$ cat config.mk
export PLATFORM = sky130hd
export DESIGN_NAME = sum_window_averager
export DESIGN_NICKNAME = d
export VERILOG_FILES = /design/src/rtl/sum_window_averager.sv
export SDC_FILE = /design/constraint.sdc
export NUM_CORES = 1
export LEC_CHECK = 0
export BUFFER_PORTS_ARGS = -buffer_cell sky130_fd_sc_hd__buf_4
export CORE_MARGIN = 2
export CORE_UTILIZATION = 50
export CTS_CLUSTER_SIZE = 28
export DETAILED_ROUTE_END_ITERATION = 16
export PLACE_DENSITY = 0.81
export REMOVE_ABC_BUFFERS = 1
export SLEW_MARGIN = 20
export SYNTH_ARGS = -nofsm -noshare
export SYNTH_HDL_FRONTEND = slang
export SYNTH_SLANG_ARGS = --single-unit
$ cat constraint.sdc
create_clock -name clk -period 4.65 [get_ports clk]
set_clock_uncertainty 0.05 [all_clocks]
set_input_delay 0.6975 -clock clk [delete_from_list [all_inputs] [get_ports clk]]
set_output_delay 0.6975 -clock clk [all_outputs]
set_load 0.01 [all_outputs]
$ cat src/rtl/sum_window_averager.sv
// Collects 2**LOG2_N accepted samples and reports their rounded mean, min and max
// through a valid/ready handshake; one result per completed window.
module sum_window_averager #(
  parameter int unsigned DATA_W = 8,
  parameter int unsigned LOG2_N = 2
) (
  input  logic              clk,
  input  logic              rst,
  input  logic              in_valid,
  output logic              in_ready,
  input  logic [DATA_W-1:0] in_data,
  output logic              out_valid,
  input  logic              out_ready,
  output logic [DATA_W-1:0] out_avg,
  output logic [DATA_W-1:0] out_min,
  output logic [DATA_W-1:0] out_max
);

  localparam int unsigned N     = 1 << LOG2_N;
  localparam int unsigned ACC_W = DATA_W + LOG2_N;

  typedef enum logic {
    ACCUM = 1'b0,
    HOLD  = 1'b1
  } state_t;

  state_t              state_q, state_d;
  logic [LOG2_N-1:0]   count_q, count_d;
  logic [ACC_W-1:0]    acc_q, acc_d;
  logic [DATA_W-1:0]   run_min_q, run_min_d;
  logic [DATA_W-1:0]   run_max_q, run_max_d;
  logic [DATA_W-1:0]   avg_d, min_d, max_d;

  logic                accept;
  logic                last_sample;
  logic [ACC_W-1:0]    acc_sum;
  logic [ACC_W-1:0]    rounded;
  logic [DATA_W-1:0]   sample_min;
  logic [DATA_W-1:0]   sample_max;

  // Handshake flags are pure decodes of the state flop.
  assign in_ready  = (state_q == ACCUM);
  assign out_valid = (state_q == HOLD);

  assign accept      = in_valid & in_ready;
  assign last_sample = (count_q == LOG2_N'(N - 1));
  assign acc_sum     = acc_q + ACC_W'(in_data);
  // The half-up rounding sum always fits in ACC_W bits.
  assign rounded     = acc_sum + ACC_W'(N / 2);
  assign sample_min  = (in_data < run_min_q) ? in_data : run_min_q;
  assign sample_max  = (in_data > run_max_q) ? in_data : run_max_q;

  // State and datapath registers.
  always_ff @(posedge clk) begin
    if (rst) begin
      state_q   <= ACCUM;
      count_q   <= '0;
      acc_q     <= '0;
      run_min_q <= '1;
      run_max_q <= '0;
      out_avg   <= '0;
      out_min   <= '0;
      out_max   <= '0;
    end else begin
      state_q   <= state_d;
      count_q   <= count_d;
      acc_q     <= acc_d;
      run_min_q <= run_min_d;
      run_max_q <= run_max_d;
      out_avg   <= avg_d;
      out_min   <= min_d;
      out_max   <= max_d;
    end
  end

  // Next-state and datapath update.
  always_comb begin
    state_d   = state_q;
    count_d   = count_q;
    acc_d     = acc_q;
    run_min_d = run_min_q;
    run_max_d = run_max_q;
    avg_d     = out_avg;
    min_d     = out_min;
    max_d     = out_max;

    case (state_q)
      ACCUM: begin
        if (accept) begin
          if (last_sample) begin
            state_d   = HOLD;
            avg_d     = DATA_W'(rounded >> LOG2_N);
            min_d     = sample_min;
            max_d     = sample_max;
            count_d   = '0;
            acc_d     = '0;
            run_min_d = '1;
            run_max_d = '0;
          end else begin
            count_d   = count_q + LOG2_N'(1);
            acc_d     = acc_sum;
            run_min_d = sample_min;
            run_max_d = sample_max;
          end
        end
      end
      HOLD: begin
        if (out_ready) begin
          state_d = ACCUM;
        end
      end
      default: begin
        state_d = ACCUM;
      end
    endcase
  end

endmodule

# Yosys cells after proc, flatten, opt, wreduce, memory -nomap -nowiden
# Index checks and enable logic that the tools add are counted.
[totals]
romBits = 0
ff_bits = 53
input_bits = 12
latch_bits = 0
n_memories = 0
ramBits = 0
[op_classes]
n_reduce_logical = 2
multipliers = 0
shift = 0
eq_ne = 1
order_cmp = 2
div = 0
bitwise_logic = 2
addsub = 3
muxes = 10
[ops]
columns = ["operator", "count"]
rows = [
  ["8-bit 2-to-1 mux", 4],
  ["10-bit by 2-bit adder with 10-bit output (second input constant)", 1],
  ["10-bit by 8-bit adder with 10-bit output", 1],
  ["10-bit 2-to-1 mux", 1],
  ["8-bit greater-than comparator", 1],
  ["8-bit less-than comparator", 1],
  ["1-bit 2-to-1 mux", 3],
  ["3-bit AND reduction", 1],
  ["2-bit by 1-bit adder with 2-bit output (second input constant)", 1],
  ["2-bit == test (second input constant)", 1],
  ["2-bit 2-to-1 mux", 1],
  ["1-bit one-hot mux with 2 select lines", 1],
  ["2-bit AND reduction", 1],
  ["1-bit AND", 1],
  ["1-bit inverter", 1],
]

# Longest topological paths before layout
[logic_depth]
depth_word = 4
ltp_mapped = 10

# Worst setup path after synthesis
# OpenSTA, ideal clock, no wires.
[synth_path]
kind = "input port to flip-flop"
start = "input in_data[0]"
end = "register out_avg[7]"
setup_time_ps = 126
path_buffers = 0
setup_slack_ps = 1959
arrival_ps = 2515
path_stages = 10
path_cell_list = "ha_1 > inv_1 > fa_1 > nand2b_1 > a21oi_2 > xor2_1 > nand4_1 > nor4_2 > xnor2_1 > o21ai_1"
[synth_between]
elab_chain_len = 2
[synth_rtl]
columns = ["item", "line_no", "text"]
rows = [
  ["from (decl)", "11", "input logic [DATA_W-1:0] in_data,"],
  ["10-bit by 8-bit adder with 10-bit output", "47", "assign acc_sum = acc_q + ACC_W'(in_data);"],
  ["10-bit by 2-bit adder with 10-bit output", "49", "assign rounded = acc_sum + ACC_W'(N / 2);"],
  ["to (signal assigned)", "70", "out_avg <= avg_d;"],
  ["to (decl)", "14", "output logic [DATA_W-1:0] out_avg,"],
]
# Every way passes these cells.
# A chain may end at the register's enable or synchronous reset.

# Worst setup path after layout
# Same ends and word-level chain as after synthesis.

==> results.md <==
* Status: completed
* FP Rows at 27
* Synthesized area per cell at 8.75 sq um
* Mapped Cells at 325
* Clk root buf: clkbuf_8
* Comb pwr share at 28.1%
* Fin Setup TNS at 0 ps
* Worst setup path class: in2reg
* Drt pass-1 iters at 4
* Clock latency at the later pin of the worst-skew pair at 310 ps
* Number of antenna diodes at 0
* YS warnings at 0
* Fmax at 0.363 GHz
* Max Cap Viol at 0
* GRT Util Overall at 20.1%
* Synth top area cells: dfxtp_1 (37%), ha_1 (11%), mux2i_1 (6.3%)
* Critical path peak fanout at 7
* DP HPWL at between 4000 and 5000 um
* Core ar. at roughly 5500 sq um
* Clk pwr share at a little over a quarter
* Die extent in y at 79.4 um
* # clock sinks at 53
* Prevailing post-synth register cell: dfxtp_1
* Total CTS buffers at 5
* DR iter-0 viols at 138
* Async SR Flop Fraction at 0%
* Largest net degree at the start of global routing at 26
* Fin. max-slew vios at 0
* Switching share of power at 31.6%
* First-pass GRT wire length at 10100 um
* Fin Hold WS at 399 ps
* Synth cell types at 45
* Routed Wire Length at 6010 um
* Via-per-instance ratio at 5.49
* Psw at 342 uW
* Dpl cell area at 3180 sq um
* Initial Util at 51.6%
* Mapped Area at 2840 sq um
* Initial antenna violation count at 0
* DR vias at 2372
* Final #Nets at between 300 and 400
* Final setup viols at 0
* Share of the synthesized area in the top cell type at a little under two fifths
* GRT Residual Overflow at 0
* CTS resizes at 0
* Worst slew margin at 33.9%
* Sequential share of the synthesized area at 37.3%
* Tcrit/Tclk final at 59.2%
* H-tree depth at 2
* Worst Path Required at ~4800 ps
* Clock tree buffer depth at 2
* Sequential share of power at 45.8%
* DRC at 0
* Top post-synthesis cells by count: dfxtp_1 (53), nand2_1 (41), nor2_1 (28)
* Wirelength per Cell at 13.9 um
* Total Die Area at 6310 sq um
* Worst Hold Class: reg2reg
* Antenna viol nets, final at 0
* IO buf count at 37
* Area Growth Syn to Fin at 15.5%
* WP data arrival at 2860 ps
* Final instance area at 3280 sq um
* Total internal power at 740 uW
* Vias in the first global route at 2242
* I/O pin count at 38
* #FFs+latches synth at 53
* Die X at 79.4 um
* Tmin final at 2750 ps
* Tightest Pin Transition at just under 1000 ps
* Pleak at 1.49 nW
* Setup bufs post-CTS at 0
* Critical path launch point type: input pin
* Share of layout cells above drive strength 1 at approximately 17%
* Setup crit end kind: register
* Clock Pin Slew Worst Setup and Hold Paths at 90 ps
* Most instantiated library cell after synthesis: dfxtp_1
* Hold buffers post-CTS at 0
* Gp weighted congestion at 0.928
* CTS tree: done
* Final hold vios at 0
* Worst vdd ir at 0.176 mV
* Pwr/cell area at 329 nW/um^2
* Post-synth EDFFs at 0
* RSZ-0062 raised after global routing: false
* Synth area leader: dfxtp_1
through the flow:
step	worst slack, ps	util [%]	power, mW	std cells
2_1_floorplan	1940	-	0.730	313
3_3_place_gp	1680	57.8	0.793	424
3_5_place_dp	1600	57.8	0.806	424
4_1_cts	1930	59.6	1.09	432
5_1_grt	1740	59.6	1.14	432
6_report	1900	59.6	1.08	432
registers in the layout, summed over array words and instances (netlist names):
register	flops
acc_q	10
count_q	2
out_avg	8
out_max	8
out_min	8
out_valid	1
run_max_q	8
run_min_q	8
per-layer routing:
layer | GRT usage, % | vias to the layer above | part of all wire (%)
met1 | 25.6 | 1101 | 46
li1 | - | 1203 | -
met3 | 3.85 | 8 | 4.2
met5 | 0 | - | 0
met4 | 7.07 | 0 | 1.7
met2 | 33.7 | 60 | 48
power by group through the flow:
stage / clock [mW] / sequential, mW / combinational (mW)
floorplan: 0 / 0.503 / 0.227
global placement: 0 / 0.504 / 0.289
detailed placement: 0 / 0.506 / 0.301
CTS: 0.288 / 0.495 / 0.303
global route: 0.307 / 0.499 / 0.338
finish: 0.282 / 0.496 / 0.304
final cells by class:
| cell class | count | area (sq um) |
|---|---|---|
| clock inverters | 1 | 5.00 |
| clock buffers | 7 | 96.3 |
| multi-input cells | 235 | 1650 |
| fillers | 485 | 2220 |
| repair buffers | 39 | 293 |
| flip-flops and latches | 53 | 1060 |
| well taps | 72 | 90.1 |
| inverters | 25 | 93.8 |
final timing paths:
check / from / end / slack (ps) / cells after the start
max: in_data[0] / out_avg[7] / 1900 / 11
min reg2reg: out_min[7] / out_min[7] / 400 / 2
max reg2reg: acc_q[0] / out_avg[7] / 2090 / 10
min: out_min[7] / out_min[7] / 400 / 2
critical path: stages:
cell	delay (ps)
buf_4	120
ha_1	180
inv_1	60
fa_1	400
nand2b_1	200
a21oi_2	140
xor2_1	360
nand4_1	190
nor4_2	290
xnor2_1	150
o21ai_1	70
placed cells by master, fill, tap and decap left out, drive strengths merged:
| master | instances |
|---|---|
| fa | 1 |
| o21ai | 31 |
| and2 | 2 |
| ha | 25 |
| clkbuf | 7 |
| nor3 | 3 |
| o22a | 1 |
| a31oi | 1 |
| nand3b | 2 |
| nand4 | 5 |
| or4 | 1 |
| buf | 39 |
| and4 | 1 |
| nand2 | 41 |
| nor2 | 28 |
| o22ai | 1 |
| a21boi | 1 |
| nor2b | 1 |
| mux2i | 18 |
| nand2b | 2 |
| a211oi | 2 |
| clkinv | 1 |
| dfxtp | 53 |
| a32oi | 8 |
| a21oi | 15 |
| inv | 25 |
| nor4 | 1 |
| or3 | 1 |
| o211ai | 10 |
| nor3b | 2 |
| xor2 | 9 |
| o31ai | 1 |
| nand3 | 2 |
| a22oi | 7 |
| xnor2 | 7 |
| a21o | 5 |
logic make-up (layout without fill, tap and decap cells):
kind of cell	count (synthesis)	count (layout)	share of synthesized area, %
AND/OR/NAND/NOR	92	92	14.5
flip-flops	53	53	37.3
buffers and inverters	37	72	5.06
AO/OA/AOI/OAI	83	83	19.9
multiplexers	18	18	6.34
XOR/XNOR	16	16	5.19
adder cells (fa/ha/maj)	26	26	11.7
Note: power is estimated with default switching activity, not from simulation.
